File: src/rtl/fpu_op_dispatch.sv
// Operand/op-code dispatcher that routes an operand pair to one of NUM_UNITS FPU units.
// Optional hung-unit watchdog is enabled by defining FPU_DISPATCH_TIMEOUT_EN.
module fpu_op_dispatch #(
  parameter int WIDTH = 32,
  parameter int NUM_UNITS = 3,
  parameter int OP_W = 2,
  parameter logic [WIDTH-1:0] NAN_VALUE = 32'h7FC00000,
  parameter int TIMEOUT_CYCLES = 1024
) (
  input  logic                       clk,
  input  logic                       rst,
  input  logic [WIDTH-1:0]           input_a,
  input  logic                       input_a_stb,
  output logic                       input_a_ack,
  input  logic [OP_W-1:0]            op_sel,
  input  logic [WIDTH-1:0]           input_b,
  input  logic                       input_b_stb,
  output logic                       input_b_ack,
  output logic [WIDTH-1:0]           output_z,
  output logic                       output_z_stb,
  input  logic                       output_z_ack,
  output logic [OP_W-1:0]            output_op,
  output logic                       output_err,
  output logic [WIDTH-1:0]           unit_a,
  output logic [WIDTH-1:0]           unit_b,
  output logic [NUM_UNITS-1:0]       unit_a_stb,
  output logic [NUM_UNITS-1:0]       unit_b_stb,
  input  logic [NUM_UNITS-1:0]       unit_a_ack,
  input  logic [NUM_UNITS-1:0]       unit_b_ack,
  input  logic [NUM_UNITS*WIDTH-1:0] unit_z,
  input  logic [NUM_UNITS-1:0]       unit_z_stb,
  output logic [NUM_UNITS-1:0]       unit_z_ack,
  output logic [NUM_UNITS-1:0]       unit_rst
);

  typedef enum logic [2:0] {
    GET_A   = 3'd0,
    GET_B   = 3'd1,
    ISSUE_A = 3'd2,
    ISSUE_B = 3'd3,
    WAIT_Z  = 3'd4,
    PUT_Z   = 3'd5
  } state_t;

  localparam logic [NUM_UNITS-1:0] NO_UNITS = {NUM_UNITS{1'b0}};

  state_t               state;
  state_t               next_state;
  logic [OP_W-1:0]      op;
  logic                 op_valid;
  logic [NUM_UNITS-1:0] unit_mask;
  logic                 a_hs, b_hs, ua_hs, ub_hs, uz_hs, z_hs;
  logic                 waiting, expire, timeout_fire;
  logic                 load_z, load_err;
  logic [WIDTH-1:0]     load_val, sel_z;

  // An out-of-range code decodes to no unit, which doubles as the invalid-op test.
  function automatic logic [NUM_UNITS-1:0] onehot(input logic [OP_W-1:0] code);
    logic [NUM_UNITS-1:0] res;
    res = {NUM_UNITS{1'b0}};
    for (int k = 0; k < NUM_UNITS; k++) begin
      res[k] = (code == OP_W'(k));
    end
    return res;
  endfunction

  assign a_hs    = input_a_ack & input_a_stb;
  assign b_hs    = input_b_ack & input_b_stb;
  assign ua_hs   = |(unit_a_stb & unit_a_ack);
  assign ub_hs   = |(unit_b_stb & unit_b_ack);
  assign uz_hs   = |(unit_z_ack & unit_z_stb);
  assign z_hs    = output_z_stb & output_z_ack;
  assign waiting = (state == ISSUE_A) || (state == ISSUE_B) || (state == WAIT_Z);

`ifdef FPU_DISPATCH_TIMEOUT_EN
  localparam int CNT_W = $clog2(TIMEOUT_CYCLES + 1);
  logic [CNT_W-1:0] timer;

  // Watchdog: cleared while collecting B, counts every cycle spent on the unit.
  always_ff @(posedge clk) begin
    if (rst) begin
      timer <= {CNT_W{1'b0}};
    end else if (state == GET_B) begin
      timer <= {CNT_W{1'b0}};
    end else if (waiting) begin
      timer <= timer + CNT_W'(1);
    end
  end

  assign expire = waiting && (timer == CNT_W'(TIMEOUT_CYCLES - 1));
`else
  assign expire = 1'b0;
`endif

  // Result slice of the selected unit.
  always_comb begin
    sel_z = {WIDTH{1'b0}};
    for (int k = 0; k < NUM_UNITS; k++) begin
      sel_z = (op == OP_W'(k)) ? unit_z[k*WIDTH +: WIDTH] : sel_z;
    end
  end

  // Next-state logic; a unit handshake wins over a simultaneous watchdog expiry.
  always_comb begin
    next_state   = state;
    timeout_fire = 1'b0;
    load_z       = 1'b0;
    load_val     = NAN_VALUE;
    load_err     = 1'b1;
    case (state)
      GET_A: begin
        if (a_hs) next_state = GET_B;
        else      next_state = state;
      end
      GET_B: begin
        if (b_hs && op_valid) begin
          next_state = ISSUE_A;
        end else if (b_hs) begin
          next_state = PUT_Z;
          load_z     = 1'b1;
        end else begin
          next_state = state;
        end
      end
      ISSUE_A: begin
        if (ua_hs) begin
          next_state = ISSUE_B;
        end else if (expire) begin
          next_state   = PUT_Z;
          timeout_fire = 1'b1;
          load_z       = 1'b1;
        end else begin
          next_state = state;
        end
      end
      ISSUE_B: begin
        if (ub_hs) begin
          next_state = WAIT_Z;
        end else if (expire) begin
          next_state   = PUT_Z;
          timeout_fire = 1'b1;
          load_z       = 1'b1;
        end else begin
          next_state = state;
        end
      end
      WAIT_Z: begin
        if (uz_hs) begin
          next_state = PUT_Z;
          load_z     = 1'b1;
          load_val   = sel_z;
          load_err   = 1'b0;
        end else if (expire) begin
          next_state   = PUT_Z;
          timeout_fire = 1'b1;
          load_z       = 1'b1;
        end else begin
          next_state = state;
        end
      end
      PUT_Z: begin
        if (z_hs) next_state = GET_A;
        else      next_state = state;
      end
      default: next_state = GET_A;
    endcase
  end

  // State plus every output, all registered from the next state.
  always_ff @(posedge clk) begin
    if (rst) begin
      state        <= GET_A;
      op           <= {OP_W{1'b0}};
      op_valid     <= 1'b0;
      unit_mask    <= {NUM_UNITS{1'b1}};
      input_a_ack  <= 1'b0;
      input_b_ack  <= 1'b0;
      output_z_stb <= 1'b0;
      output_z     <= {WIDTH{1'b0}};
      output_op    <= {OP_W{1'b0}};
      output_err   <= 1'b0;
      unit_a       <= {WIDTH{1'b0}};
      unit_b       <= {WIDTH{1'b0}};
      unit_a_stb   <= NO_UNITS;
      unit_b_stb   <= NO_UNITS;
      unit_z_ack   <= NO_UNITS;
      unit_rst     <= {NUM_UNITS{1'b1}};
    end else begin
      state        <= next_state;
      input_a_ack  <= (next_state == GET_A);
      input_b_ack  <= (next_state == GET_B);
      output_z_stb <= (next_state == PUT_Z);
      unit_a_stb   <= (next_state == ISSUE_A) ? onehot(op) : NO_UNITS;
      unit_b_stb   <= (next_state == ISSUE_B) ? onehot(op) : NO_UNITS;
      unit_z_ack   <= (next_state == WAIT_Z)  ? onehot(op) : NO_UNITS;
      if (a_hs) begin
        unit_a    <= input_a;
        op        <= op_sel;
        op_valid  <= |onehot(op_sel);
        unit_mask <= ~onehot(op_sel);
        unit_rst  <= ~onehot(op_sel);
      end else if (timeout_fire) begin
        unit_rst <= unit_mask | onehot(op);
      end else begin
        unit_rst <= unit_mask;
      end
      if (b_hs) begin
        unit_b <= input_b;
      end
      if (load_z) begin
        output_z   <= load_val;
        output_err <= load_err;
        output_op  <= op;
      end
    end
  end

endmodule

File: config.mk
export PLATFORM = sky130hd
export DESIGN_NAME = fpu_op_dispatch
export DESIGN_NICKNAME = d
export VERILOG_FILES = /design/src/rtl/fpu_op_dispatch.sv
export SDC_FILE = /design/constraint.sdc
export NUM_CORES = 1
export LEC_CHECK = 0
export CORE_MARGIN = 2
export CORE_UTILIZATION = 42
export CTS_BUF_LIST = sky130_fd_sc_hd__clkbuf_4 sky130_fd_sc_hd__clkbuf_8
export DETAILED_ROUTE_END_ITERATION = 10
export PLACE_DENSITY = 0.95
export SLEW_MARGIN = 30
export SYNTH_ARGS = -nofsm -noshare
export SYNTH_HDL_FRONTEND = slang
export SYNTH_SLANG_ARGS = --single-unit
File: constraint.sdc
create_clock -name clk -period 3.15 [get_ports clk]
set_clock_uncertainty 0.2 [all_clocks]
set_input_delay 0.7875 -clock clk [delete_from_list [all_inputs] [get_ports clk]]
set_output_delay 0.7875 -clock clk [all_outputs]
set_load 0.005 [all_outputs]
==> run metrics <==
status=complete, no violations; nets=1072; num rows=40; Starting DRT DRC Count=305; die area=12900 um2; cell count along the critical path=5; FMAX=0.426 GHz; Synth area leaders=dfxtp_1 (48%), nand2_1 (10%), a21oi_1 (9.3%); initial antenna violation count=1; TritonCTS clock tree=built; switching fraction of total power=24.6%; CP Class=input pin to flop; final worst setup slack=0.803 ns; met2 routed WL=8790 um; worst flop-to-flop path endpoint=output_z[19]; Pwr per Cell Area=443 nW/um2; Clk pwr share=41.6%; largest net degree at the start of global routing=46; Final Core Density=71.4%; Hold WC Path Type=flop to flop; Seq cells post-synth=120; Worst Setup SP=unit_b_ack[0]; setup_tns=0 ns; leakage power=2.97 nW; sw power=0.000925 W; overall die height=114 um; CTS hold repair buffers=0; Mean Syn Cell Area=8.04 um2; crit path DAT=2.47 ns; post-synth cell types=36; Slew @ Worst Pin=0.638 ns; cts bufs inserted=17; Setup-failing EPs final=0; Total GRT Usage=26.2%; Register-to-Register Setup Slack=1.06 ns; crit path to=unit_a_stb[1]; share of post-route cells with drive strength above 1=6.16%; post_cts resized=0; Yosys top cell area share=47.6%; final hold viol count=0; via count=5552; slowest stage delay, CP=0.51 ns; Post-Syn Area=5050 um2; Starting Density=42.6%; Worst path slowest cell=a222oi_1; clock latency on the worst-skew pair=0.42 ns; Worst setup EP type=flop; vias in the first global route=5493; WP buf/inv=1; drt wl/cell=16.3 um; worst r2r src=op[1]; Place WS=0.385 ns; DIE WIDTH=114 um; Post-DRT Antenna Nets=0; Bufs on Longest Clock Path=2; max_cap viols=0; number of remaining DRC errors=0; Gate Count Post-Synth=628; P_int=0.00283 W; final wirelength=17200 um; worst path required time=3.27 ns; fin cells=1057; clk root buf=clkbuf_8; Clock Sinks=120; Initial DRT Pass Iterations=5; post-synthesis sequential area ratio=47.6%; grt total ovfl=0; Synthesized Nets=804; sequential fraction of design power=42.8%; core area=11900 um2; CP Max Fanout=5; VDD IR-drop max=0.000329 V; clock slew at reported path FFs=0.07 ns; M1 WL=6470 um; RSZ-0062 raised after global routing=false; Comb power frac=15.6%; # placed instances=1024; worst path cell trace=clkdlybuf4s50_1 > a222oi_1 > a221o_1 > nand2_1 > nor4b_1; # IOs=290; Layout Area Growth over Synthesis=67.7%; Crit path max-delay family=compound AO/OA/AOI/OAI gates; Yosys top cell by area=dfxtp_1; min Tclk post-route=2.35 ns; DR vias/cell=5.25; CP startpoint kind=input pin; DP Wirelength=12500 um; Slew HR=57.4%; met3 routed WL=1500 um; first-pass GRT wire length=26700 um; CTS H-tree depth=4; Placement Cell Area=8020 um2; RD Place Congestion=0.825; setup repair bufs after CTS=0; Reg2Reg Depth=5; Ys Warns=0; max-slew violations=0; fin crit share=74.5%; Port Buffers=289; design area=8470 um2; highest routed layer=met4
-- registers in the layout, summed over array words and instances, names as in the netlist --
name          count
input_b_ack       1
unit_b_stb        3
op                2
output_z_stb      1
input_a_ack       1
op_valid          1
unit_a           32
unit_z_ack        3
output_op         2
state             3
unit_mask         3
unit_a_stb        3
output_err        1
output_z         32
unit_b           32
-- how the worst min path moves through the flow --
stage | start | end | slack, ns | cells after the start
3_3_place_gp | unit_b[2] | unit_b[2] | 0.24 | 2
2_1_floorplan | unit_a[0] | unit_a[0] | 0.25 | 2
4_1_cts | unit_b[0] | unit_b[0] | 0.26 | 2
5_1_grt | unit_b[10] | unit_b[10] | 0.27 | 2
6_report | unit_a[5] | unit_a[5] | 0.25 | 2
3_5_place_dp | unit_a[30] | unit_a[30] | 0.25 | 2
-- cells by family after synthesis --
kind of cell	Yosys count	share of synthesized area, %
AOI/OAI and AO/OA	145	16.9
and+or+nand+nor	276	24.7
DFF	120	47.6
muxes	32	6.35
buffers and inverters	55	4.54
-- placed cells by master (no fill, tap or decap), drive strengths merged, types with 4 or more instances in the layout --
master,count
clkbuf,19
dfxtp,120
bufinv,4
nor3,20
a21oi,94
clkinv,5
nand2,141
mux2i,32
nor2b,5
and2,27
inv,6
buf,13
o21ai,27
clkdlybuf4s50,288
nor2,41
nand3,27
a211oi,10
-- power groups by stage --
stage	logic, W	registers, W	clock network [W]
4_1_cts	0.000589	0.00161	0.00159
2_1_floorplan	0.000225	0.00164	0
3_5_place_dp	0.000584	0.00164	0
3_3_place_gp	0.000572	0.00164	0
6_report	0.000586	0.00161	0.00156
5_1_grt	0.000635	0.00161	0.00165
-- cells in the mapped netlist, drive strengths merged --
| cell | number |
|---|---|
| nand3 | 27 |
| nor2b | 5 |
| nor4 | 2 |
| a311oi | 2 |
| a211oi | 10 |
| nand4b | 2 |
| nand4 | 1 |
| and4 | 1 |
| a31o | 2 |
| a311o | 1 |
| a21oi | 94 |
| inv | 3 |
| and2 | 27 |
| nor3 | 20 |
| a2111oi | 2 |
| mux2i | 32 |
| nor3b | 2 |
| a222oi | 2 |
| nor4b | 2 |
| o211ai | 1 |
| clkbuf | 36 |
| o21ai | 27 |
| o21bai | 3 |
| nand2 | 141 |
| nor2 | 41 |
| nand3b | 1 |
| a221o | 1 |
| buf | 16 |
| nand2b | 1 |
| and4b | 3 |
| dfxtp | 120 |
-- worst min-delay path: stages, from the launching register on --
cell and delay, ns:
dfxtp_1 0.31, nand2_1 0.05, a21oi_1 0.05
-- per-layer routing --
| layer | global-route usage (%) | vias to the layer above |
|---|---|---|
| met5 | 0 | - |
| met4 | 11.5 | 0 |
| met3 | 9.14 | 39 |
| met2 | 46.7 | 266 |
| met1 | 27.9 | 2573 |
| li1 | - | 2674 |
-- stage by stage --
| step | hold slack [ns] | total power [W] |
|---|---|---|
| CTS | 0.256 | 0.00378 |
| detailed placement | 0.245 | 0.00223 |
| global route | 0.272 | 0.00390 |
| floorplan | 0.253 | 0.00186 |
| finish | 0.253 | 0.00376 |
| global placement | 0.241 | 0.00221 |
-- cell type report --
type	count	area, um2
fill	864	3390
timing repair buffer	301	2980
multi-input combinational	453	2430
sequential	120	2400
clock buffer	19	255
clock inverter	13	194
tap	147	184
inverter	3	11.3
antenna	1	2.50
Note: power is estimated with default switching activity, not from simulation.
